`config.mk`:
```
export PLATFORM = sky130hd
export DESIGN_NAME = upsp_frame_seq
export DESIGN_NICKNAME = d
export VERILOG_FILES = /design/src/rtl/upsp_pkg.sv /design/src/rtl/crf_wr_port.sv /design/src/rtl/upsp_frame_seq.sv
export SDC_FILE = /design/constraint.sdc
export NUM_CORES = 1
export LEC_CHECK = 0
export ABC_CLOCK_PERIOD_IN_PS = 4100
export CAP_MARGIN = 20
export CORE_MARGIN = 2
export CORE_UTILIZATION = 52
export CTS_CLUSTER_DIAMETER = 30
export CTS_CLUSTER_SIZE = 30
export DETAILED_ROUTE_END_ITERATION = 10
export GPL_ROUTABILITY_DRIVEN = 0
export HOLD_SLACK_MARGIN = 0.02
export PLACE_DENSITY = 0.84
export SYNTH_ARGS = -nofsm -noshare
export SYNTH_HDL_FRONTEND = slang
export SYNTH_SLANG_ARGS = --single-unit
```
`constraint.sdc`:
```
create_clock -name clk -period 4.1 [get_ports clk]
set_clock_uncertainty 0.1 [all_clocks]
set_input_delay 0.41 -clock clk [delete_from_list [all_inputs] [get_ports clk]]
set_output_delay 0.41 -clock clk [all_outputs]
set_load 0.01 [all_outputs]
```
`src/rtl/upsp_pkg.sv`:
```
// Shared definitions for the up-sampling frame sequencer: FSM encoding,
// CRF register addresses and frame status codes.
package upsp_pkg;

   typedef enum logic [2:0] {
      S_IDLE,
      S_RUN,
      S_CLR_STR,
      S_SET_END,
      S_WAIT_SW
   } seq_state_t;

   localparam int UPSTR_ADDR  = 0;
   localparam int UPENDR_ADDR = 1;

   localparam logic [1:0] ST_DONE = 2'd1;
   localparam logic [1:0] ST_ERR  = 2'd2;

   // Frame-end status: always "done", plus the error bit when one was seen.
   function automatic logic [1:0] end_status(input logic err);
      return ST_DONE | (err ? ST_ERR : 2'd0);
   endfunction

endpackage

```
`src/rtl/crf_wr_port.sv`:
```
// Single-entry CRF write port: latches a request and holds request, address
// and data stable while the CRF is busy; reports the accepting cycle.
module crf_wr_port
   import upsp_pkg::*;
#(
   parameter int CRF_DATA_WIDTH = 32,
   parameter int CRF_ADDR_WIDTH = 32
) (
   input  logic                      clk,
   input  logic                      rst_n,
   input  logic                      i_load,
   input  logic [CRF_ADDR_WIDTH-1:0] i_addr,
   input  logic [CRF_DATA_WIDTH-1:0] i_data,
   input  logic                      i_wbusy,
   output logic                      o_wrt,
   output logic [CRF_ADDR_WIDTH-1:0] o_waddr,
   output logic [CRF_DATA_WIDTH-1:0] o_wdata,
   output logic                      o_accept
);

   logic                      r_wrt;
   logic [CRF_ADDR_WIDTH-1:0] r_addr;
   logic [CRF_DATA_WIDTH-1:0] r_data;

   // A new request is only taken while no request is outstanding.
   always_ff @(posedge clk or negedge rst_n) begin
      if (!rst_n) begin
         r_wrt  <= 1'b0;
         r_addr <= '0;
         r_data <= '0;
      end else if (r_wrt) begin
         if (!i_wbusy) r_wrt <= 1'b0;
      end else if (i_load) begin
         r_wrt  <= 1'b1;
         r_addr <= i_addr;
         r_data <= i_data;
      end
   end

   assign o_wrt    = r_wrt;
   assign o_waddr  = r_addr;
   assign o_wdata  = r_data;
   assign o_accept = r_wrt & ~i_wbusy;

endmodule

```
`src/rtl/upsp_frame_seq.sv`:
```
// Up-sampling frame sequencer: starts a frame on a software request, counts
// source/destination lines, watches for stalls and retires the frame via CRF.
module upsp_frame_seq
   import upsp_pkg::*;
#(
   parameter int CRF_DATA_WIDTH = 32,
   parameter int CRF_ADDR_WIDTH = 32,
   parameter int SRC_IMG_HEIGHT = 1080,
   parameter int DST_IMG_HEIGHT = 2160,
   parameter int TIMEOUT_CYCLES = 2**20
) (
   input  logic                                clk,
   input  logic                                rst_n,
   input  logic                                crf_UPSTR,
   input  logic                                crf_UPENDR,
   input  logic                                crf_wbusy,
   output logic                                seq_crf_wrt,
   output logic [CRF_ADDR_WIDTH-1:0]           seq_crf_waddr,
   output logic [CRF_DATA_WIDTH-1:0]           seq_crf_wdata,
   input  logic                                s_axis_hs,
   input  logic                                s_axis_tlast,
   input  logic                                m_axis_hs,
   input  logic                                m_axis_tlast,
   output logic                                frame_start,
   output logic                                frame_active,
   output logic [$clog2(SRC_IMG_HEIGHT+1)-1:0] src_line_cnt,
   output logic [$clog2(DST_IMG_HEIGHT+1)-1:0] dst_line_cnt,
   output logic                                seq_err
);

   localparam int SW = $clog2(SRC_IMG_HEIGHT+1);
   localparam int DW = $clog2(DST_IMG_HEIGHT+1);
   localparam int TW = $clog2(TIMEOUT_CYCLES);
   localparam logic [SW-1:0] SRC_MAX = SW'(SRC_IMG_HEIGHT);
   localparam logic [DW-1:0] DST_MAX = DW'(DST_IMG_HEIGHT);
   localparam logic [TW-1:0] TO_MAX  = TW'(TIMEOUT_CYCLES-1);

   seq_state_t  r_state, w_state_nxt;
   logic [SW-1:0] r_src, w_src_nxt;
   logic [DW-1:0] r_dst, w_dst_nxt, w_dst_inc;
   logic [TW-1:0] r_timer, w_timer_nxt;
   logic          r_err, w_err_nxt;
   logic [1:0]    r_status, w_status_nxt;
   logic          r_start, w_start_nxt;
   logic          r_active;
   logic          w_load, w_wrt, w_accept;
   logic [CRF_ADDR_WIDTH-1:0] w_addr;
   logic [CRF_DATA_WIDTH-1:0] w_data;

   assign w_dst_inc = r_dst + DW'(1);

   always_ff @(posedge clk or negedge rst_n) begin
      if (!rst_n) begin
         r_state  <= S_IDLE;
         r_src    <= '0;
         r_dst    <= '0;
         r_timer  <= '0;
         r_err    <= 1'b0;
         r_status <= '0;
         r_start  <= 1'b0;
         r_active <= 1'b0;
      end else begin
         r_state  <= w_state_nxt;
         r_src    <= w_src_nxt;
         r_dst    <= w_dst_nxt;
         r_timer  <= w_timer_nxt;
         r_err    <= w_err_nxt;
         r_status <= w_status_nxt;
         r_start  <= w_start_nxt;
         r_active <= (w_state_nxt == S_RUN);
      end
   end

   always_comb begin
      w_state_nxt  = r_state;
      w_src_nxt    = r_src;
      w_dst_nxt    = r_dst;
      w_timer_nxt  = r_timer;
      w_err_nxt    = r_err;
      w_status_nxt = r_status;
      w_start_nxt  = 1'b0;
      w_load       = 1'b0;
      w_addr       = CRF_ADDR_WIDTH'(UPSTR_ADDR);
      w_data       = '0;
      case (r_state)
         S_IDLE: begin
            if (crf_UPSTR && !crf_UPENDR) begin
               w_state_nxt = S_RUN;
               w_src_nxt   = '0;
               w_dst_nxt   = '0;
               w_timer_nxt = '0;
               w_err_nxt   = 1'b0;
               w_start_nxt = 1'b1;
            end
         end
         S_RUN: begin
            // Source overrun flags an error and the count saturates.
            if (s_axis_hs && s_axis_tlast) begin
               if (r_src == SRC_MAX) w_err_nxt = 1'b1;
               else                  w_src_nxt = r_src + SW'(1);
            end
            if (m_axis_hs && m_axis_tlast) w_dst_nxt = w_dst_inc;
            if (s_axis_hs || m_axis_hs) w_timer_nxt = '0;
            else                        w_timer_nxt = r_timer + TW'(1);
            // Completion outranks timeout, which outranks a software abort.
            if (m_axis_hs && m_axis_tlast && (w_dst_inc == DST_MAX)) begin
               w_state_nxt  = S_CLR_STR;
               w_status_nxt = end_status(w_err_nxt);
            end else if (!s_axis_hs && !m_axis_hs && (r_timer == TO_MAX)) begin
               w_err_nxt    = 1'b1;
               w_state_nxt  = S_CLR_STR;
               w_status_nxt = ST_DONE | ST_ERR;
            end else if (!crf_UPSTR) begin
               w_state_nxt  = S_SET_END;
               w_status_nxt = end_status(w_err_nxt);
            end
         end
         S_CLR_STR: begin
            w_load = !w_wrt;
            if (w_accept) w_state_nxt = S_SET_END;
         end
         S_SET_END: begin
            w_load = !w_wrt;
            w_addr = CRF_ADDR_WIDTH'(UPENDR_ADDR);
            w_data = {{(CRF_DATA_WIDTH-2){1'b0}}, r_status};
            if (w_accept) w_state_nxt = S_WAIT_SW;
         end
         S_WAIT_SW: begin
            if (!crf_UPENDR) w_state_nxt = S_IDLE;
         end
         default: w_state_nxt = S_IDLE;
      endcase
   end

   crf_wr_port #(
      .CRF_DATA_WIDTH (CRF_DATA_WIDTH),
      .CRF_ADDR_WIDTH (CRF_ADDR_WIDTH)
   ) u_crf_wr_port (
      .clk      (clk),
      .rst_n    (rst_n),
      .i_load   (w_load),
      .i_addr   (w_addr),
      .i_data   (w_data),
      .i_wbusy  (crf_wbusy),
      .o_wrt    (w_wrt),
      .o_waddr  (seq_crf_waddr),
      .o_wdata  (seq_crf_wdata),
      .o_accept (w_accept)
   );

   assign seq_crf_wrt  = w_wrt;
   assign frame_start  = r_start;
   assign frame_active = r_active;
   assign src_line_cnt = r_src;
   assign dst_line_cnt = r_dst;
   assign seq_err      = r_err;

endmodule
```
==> results of run 1 <==
[final cells by class]
cell class | count | area [sq um] | area share
Timing Repair Buffer | 40 | 390 | 0.104
Sequential cell | 55 | 1380 | 0.366
Tap cell | 77 | 96.3 | 0.0256
Clock buffer | 5 | 68.8 | 0.0183
Inverter | 8 | 30.0 | 0.00799
Clock inverter | 3 | 26.3 | 0.00699
Multi-Input combinational cell | 305 | 1770 | 0.471
[report_power, final]
| part | leakage (nW) | internal [mW] | total (mW) | switching [mW] |
|---|---|---|---|---|
| Sequential | 0.749 | 0.606 | 0.691 | 0.0847 |
| Clock | 0.0491 | 0.126 | 0.317 | 0.191 |
| Combinational | 0.943 | 0.191 | 0.458 | 0.267 |
| Total | 1.74 | 0.924 | 1.47 | 0.542 |
[kinds of logic (layout without fill, tap and decap cells)]
kind of cell | after synthesis | in the layout | share of synthesized area
and+or+nand+nor | 137 | 137 | 0.224
muxes | 3 | 3 | 0.00935
xor gates and xnor gates | 13 | 13 | 0.0327
DFF | 55 | 55 | 0.395
buffers and inverters | 84 | 56 | 0.161
other | 1 | 61 | 0.00108
AOI/OAI and AO/OA | 86 | 86 | 0.159
adders and majority gates | 5 | 5 | 0.0180
[layer usage]
layer	vias up	share of wire
li1	1302	-
met1	1300	0.45
met2	69	0.50
met3	6	0.049
met4	0	0.0083
met5	-	0
[critical path: stages (launching register included)]
cell       delay (ns)
dfrtp_1          0.51
ha_1             0.44
nand2_2          0.15
nor3_1           0.26
o22ai_1          0.15
a2111oi_4        0.40
o21ai_2          0.14
nor2b_1          0.15
[state kept, by name (all words and copies together), names as in the netlist, 2 cells and up]
name / cells
r_timer: 20
r_state: 3
r_status: 2
dst_line_cnt: 12
u_crf_wr_port.o_wdata: 2
src_line_cnt: 11
[metrics by stage]
step	power [mW]	utilization	setup slack [ns]	cells	cell area, sq um
after floorplan	1.03	-	1.98	444	3710
after global placement	1.14	0.570	1.61	485	3660
after detailed placement	1.16	0.570	1.53	485	3660
after CTS	1.48	0.585	1.70	493	3760
after global routing	1.57	0.585	1.48	493	3760
final	1.47	0.585	1.69	493	3760
[worst min path at each step]
stage / start / endpoint / slack, ns / depth (start not counted)
2_1_floorplan: rst_n / dst_line_cnt[0] / 0.01 / 0
3_3_place_gp: r_timer[16] / r_timer[16] / 0.35 / 1
3_5_place_dp: r_timer[16] / r_timer[16] / 0.36 / 1
4_1_cts: rst_n / dst_line_cnt[4] / 0.14 / 2
5_1_grt: rst_n / dst_line_cnt[6] / 0.16 / 2
6_report: rst_n / dst_line_cnt[6] / 0.09 / 2
[synthesized netlist by cell type, drive strengths merged (2+ instances only)]
master   n  share of area
xor2    11          0.028
o21ai   51          0.074
clkbuf   6         0.0065
nor4     3          0.014
o21a     2         0.0043
nand2b   4         0.0072
nor2    30          0.032
a21o     3         0.0065
dfrtp   55           0.40
xnor2    2         0.0050
o31ai    6          0.017
or3      3         0.0054
nor3    10          0.019
a31oi   11          0.020
nand3   16          0.029
mux2     2         0.0065
inv      8         0.0086
nand4   17          0.035
and3    10          0.018
nand2   30          0.033
and2     4         0.0072
a22o     3         0.0075
buf     70           0.15
ha       5          0.018
o41ai    3         0.0075
nor2b    3         0.0054
nor4bb   2         0.0058
==> metrics, run 1 <==
status complete, but fails checks; failing checks DRC; final setup TNS 0 ns; post-detail-place hpwl 4750 microns; Die Wd 85.8 microns; worst vdd ir 0.221 mV; CTS H-Tree Depth 2; Least-Margin Pin Slew 1.00 ns; fraction of layout cells with a size suffix above 1 0.0625; EDFF count, synth 0; RSZ-0062 raised after global routing false; reg2reg setup slack 1.69 ns; final antenna-violating net count 0; # diodes 0; Syn Inst Count 384; Critical Path Sink frame_active; Initial Util 0.542; starting DRC count in detailed routing 140; Die Ht 85.8 microns; postcts setup bufs 0; pwr dens 390 nW/um^2; worst-skew pair later-pin latency 0.31 ns; Clock Path Buffers 2; worst hold path type input port to asynchronous set/reset pin; largest net degree at the start of global routing 56; worst r2r path cells 7; post-cts resize count 0; WL final 6630 microns; Yosys reg bits 55; Final setup viols 0; Via Count 2677; CTS tree built; Synth Area per Inst 9.06 sq um; max_slew headroom 0.329; Port Buffer Count 38; die area 7360 sq um; final count of hold timing violations 0; # fillers 550; Crit Path Category register to register; final worst path period share 0.587; Global Route Usage Sum 0.183; grt met1 use 0.248; crit path DAT 2.51 ns; Final min period 2.41 ns; Primary FF master, synth dfrtp_1; fraction of registers with async set/reset 1.00; Max Cap Violations 0; area delta synth->final 7.94%; core area 6420 sq um; global route hottest layer met2; DR WL/cell 13.4 microns; most frequent cells in the layout conb_1 (61), dfrtp_1 (55), clkdlybuf4s50_1 (37); Max Slew Vio Count 0; commonest non-fill, non-tap cell in the layout conb_1; Critical Path Source dst_line_cnt[0]; DRC Markers 3; M3 GR Usage 0.0366; vias in the first global route 2428; Synth Warn # 0; Via density 5.43; Worst-path clk slew 0.11 ns; IO Count 100; crit path launch type register; FP Rows 29; clock sinks 55; grt ovf 0; DR pass1 iterations 10; CTS buffer count 5; sequential share of the synthesized area 0.395; initial antenna violation count 0; Data required, critical path 4.21 ns; first-pass GRT wire length 11100 microns; Yosys cell types 52; crit path max fanout 9; achievable frequency 0.415 GHz; area of the mapped netlist 3480 sq um; Nets 429; Global Route met2 Usage 0.305; hold_ws 0.0927 ns; Hold-fix buffers, CTS 0; P_leak 1.74 nW; Clock Root Buffer clkbuf_8; R2R Path End frame_active; Worst setup EP type register; Reg-to-Reg Start dst_line_cnt[0]
Power figures use the tool's default switching activity.
==> run 2, diff against run 1 <==
Settings changed: ABC_CLOCK_PERIOD_IN_PS 4100 to 2100, CORE_UTILIZATION 52 to 44, PLACE_DENSITY 0.84 to 0.76.
Clock period 4.1 ns to 2.1 ns, I/O delays scaled along.
==> metrics, run 2 (synthesis gave the netlist of run 1 again) <==
Data required, critical path 2.21 ns; Crit Path Category register to register; Max Slew Vio Count 0; Nets 452; Max Cap Violations 0; first-pass GRT wire length 11600 microns; CTS buffer count 5; final antenna-violating net count 0; Clock Path Buffers 2; WL final 7080 microns; top sig layer met4; most frequent cells in the layout conb_1 (61), dfrtp_1 (52), clkdlybuf4s50_1 (37); IO Count 100; Largest register FFs 20; crit path max fanout 9; CTS H-Tree Depth 2; post-detail-place hpwl 5150 microns; core area 7690 sq um; fraction of layout cells with a size suffix above 1 0.132; worst hold path type input port to asynchronous set/reset pin; achievable frequency 0.507 GHz; Slowest cell on crit path dfrtp_1; Least-Margin Pin Slew 0.581 ns; Via density 5.12; Worst-path clk slew 0.10 ns; slowest stage delay, CP 0.40 ns; DR WL/cell 13.1 microns; grt ovf 0; Detail Route met2 WL 3510 microns; P_leak 1.86 nW; final worst path period share 0.940; Initial Util 0.453; FP Rows 32; initial antenna violation count 0; Biggest register r_timer; worst-skew pair later-pin latency 0.31 ns; CP Cell Sequence inv_1 -> ha_1 -> nor4bb_1 -> and3_1 -> o31ai_4 -> buf_12 -> nand4_1 -> xor2_1 -> nor2_1; final setup TNS 0 ns; final count of hold timing violations 0; crit path DAT 2.08 ns; M1 WL 3200 microns; reg2reg setup slack 0.13 ns; CTS tree built; vias in the first global route 2556; met3 wire len 279 microns; Die Wd 92.9 microns; Port Buffer Count 38; starting DRC count in detailed routing 149; Worst setup EP type register; max_slew headroom 0.612; area delta synth->final 16.4%; Final setup viols 0; clock sinks 55; worst vdd ir 0.358 mV; commonest non-fill, non-tap cell in the layout conb_1; largest net degree at the start of global routing 32; DRC Markers 0; status finished, final reports clean; Pwr Total 3.10 mW; DR pass1 iterations 4; crit path launch type register; # fillers 729; Global Route Usage Sum 0.164; Die Ht 92.9 microns; Clock Root Buffer clkbuf_8; die area 8640 sq um; area of the multi-input gates 1820 sq um; pwr dens 765 nW/um^2; Via Count 2770; Register Area 1380 sq um; # diodes 0; Final min period 1.97 ns
run 2: changes by cell type in the layout (fill, tap and decap cells not counted), sizes merged:
| cell | change |
|---|---|
| buf | +22 |
| clkbuf | +2 |
| dlygate4sd3 | +1 |
| inv | -2 |
run 2: report_power, final:
group          total [mW]  switching, mW  internal [mW]
Clock               0.620          0.349          0.271
Combinational        1.19          0.645          0.545
Sequential           1.29          0.103           1.19
Total                3.10           1.10           2.00
run 2: final cells by class:
| class | instances | area share |
|---|---|---|
| Clock inverter | 1 | 0.00216 |
| Inverter | 8 | 0.00741 |
| Timing Repair Buffer | 63 | 0.149 |
| Multi-Input combinational cell | 305 | 0.448 |
| Clock buffer | 7 | 0.0213 |
| Sequential cell | 55 | 0.341 |
| Tap cell | 102 | 0.0315 |
run 2: final timing paths:
check | endpoint | cells after the start | from
worst max-delay path | src_line_cnt[5] | 9 | src_line_cnt[0]
worst min-delay path | dst_line_cnt[3] | 2 | rst_n
worst max register to register | src_line_cnt[5] | 9 | src_line_cnt[0]
worst min register to register | r_status[0] | 1 | r_status[0]
max in group asynchronous | dst_line_cnt[2] | 3 | rst_n
min in group clk | r_status[0] | 1 | r_status[0]
run 2: metrics by stage:
step	setup slack (ns)	hold WS (ns)	util	cells	cell area [sq um]
2_1_floorplan	0.0151	-0.186	-	444	3710
3_3_place_gp	-0.0387	0.147	0.501	528	3850
3_5_place_dp	-0.0862	0.147	0.501	528	3850
4_1_cts	0.0103	0.344	0.519	538	3990
5_1_grt	-0.00382	0.382	0.527	541	4050
6_report	0.127	0.317	0.527	541	4050
run 2: timing repair:
item / 4_1_cts / 5_1_grt
cloned: 0 / 0
setup buffers: 1 / 3
gates resized for setup: 2 / 11
hold endpoints to repair: 24 / 0
pin swaps: 2 / 3
setup endpoints to repair: 9 / 14
hold buffers: 1 / 0
run 2: routing by layer:
layer	up-vias	GRT usage
li1	1344	-
met1	1346	0.221
met2	73	0.272
met5	-	0
met4	0	0.0502
met3	7	0.0269
run 2: worst max-delay path: cells and delay by family (launching register included):
kind	cells	cell delay [ns]
DFF	1	0.40
and+or+nand+nor	4	0.72
AOI/OAI and AO/OA	1	0.09
buffers and inverters	2	0.25
adders and majority gates	1	0.15
xor gates and xnor gates	1	0.16
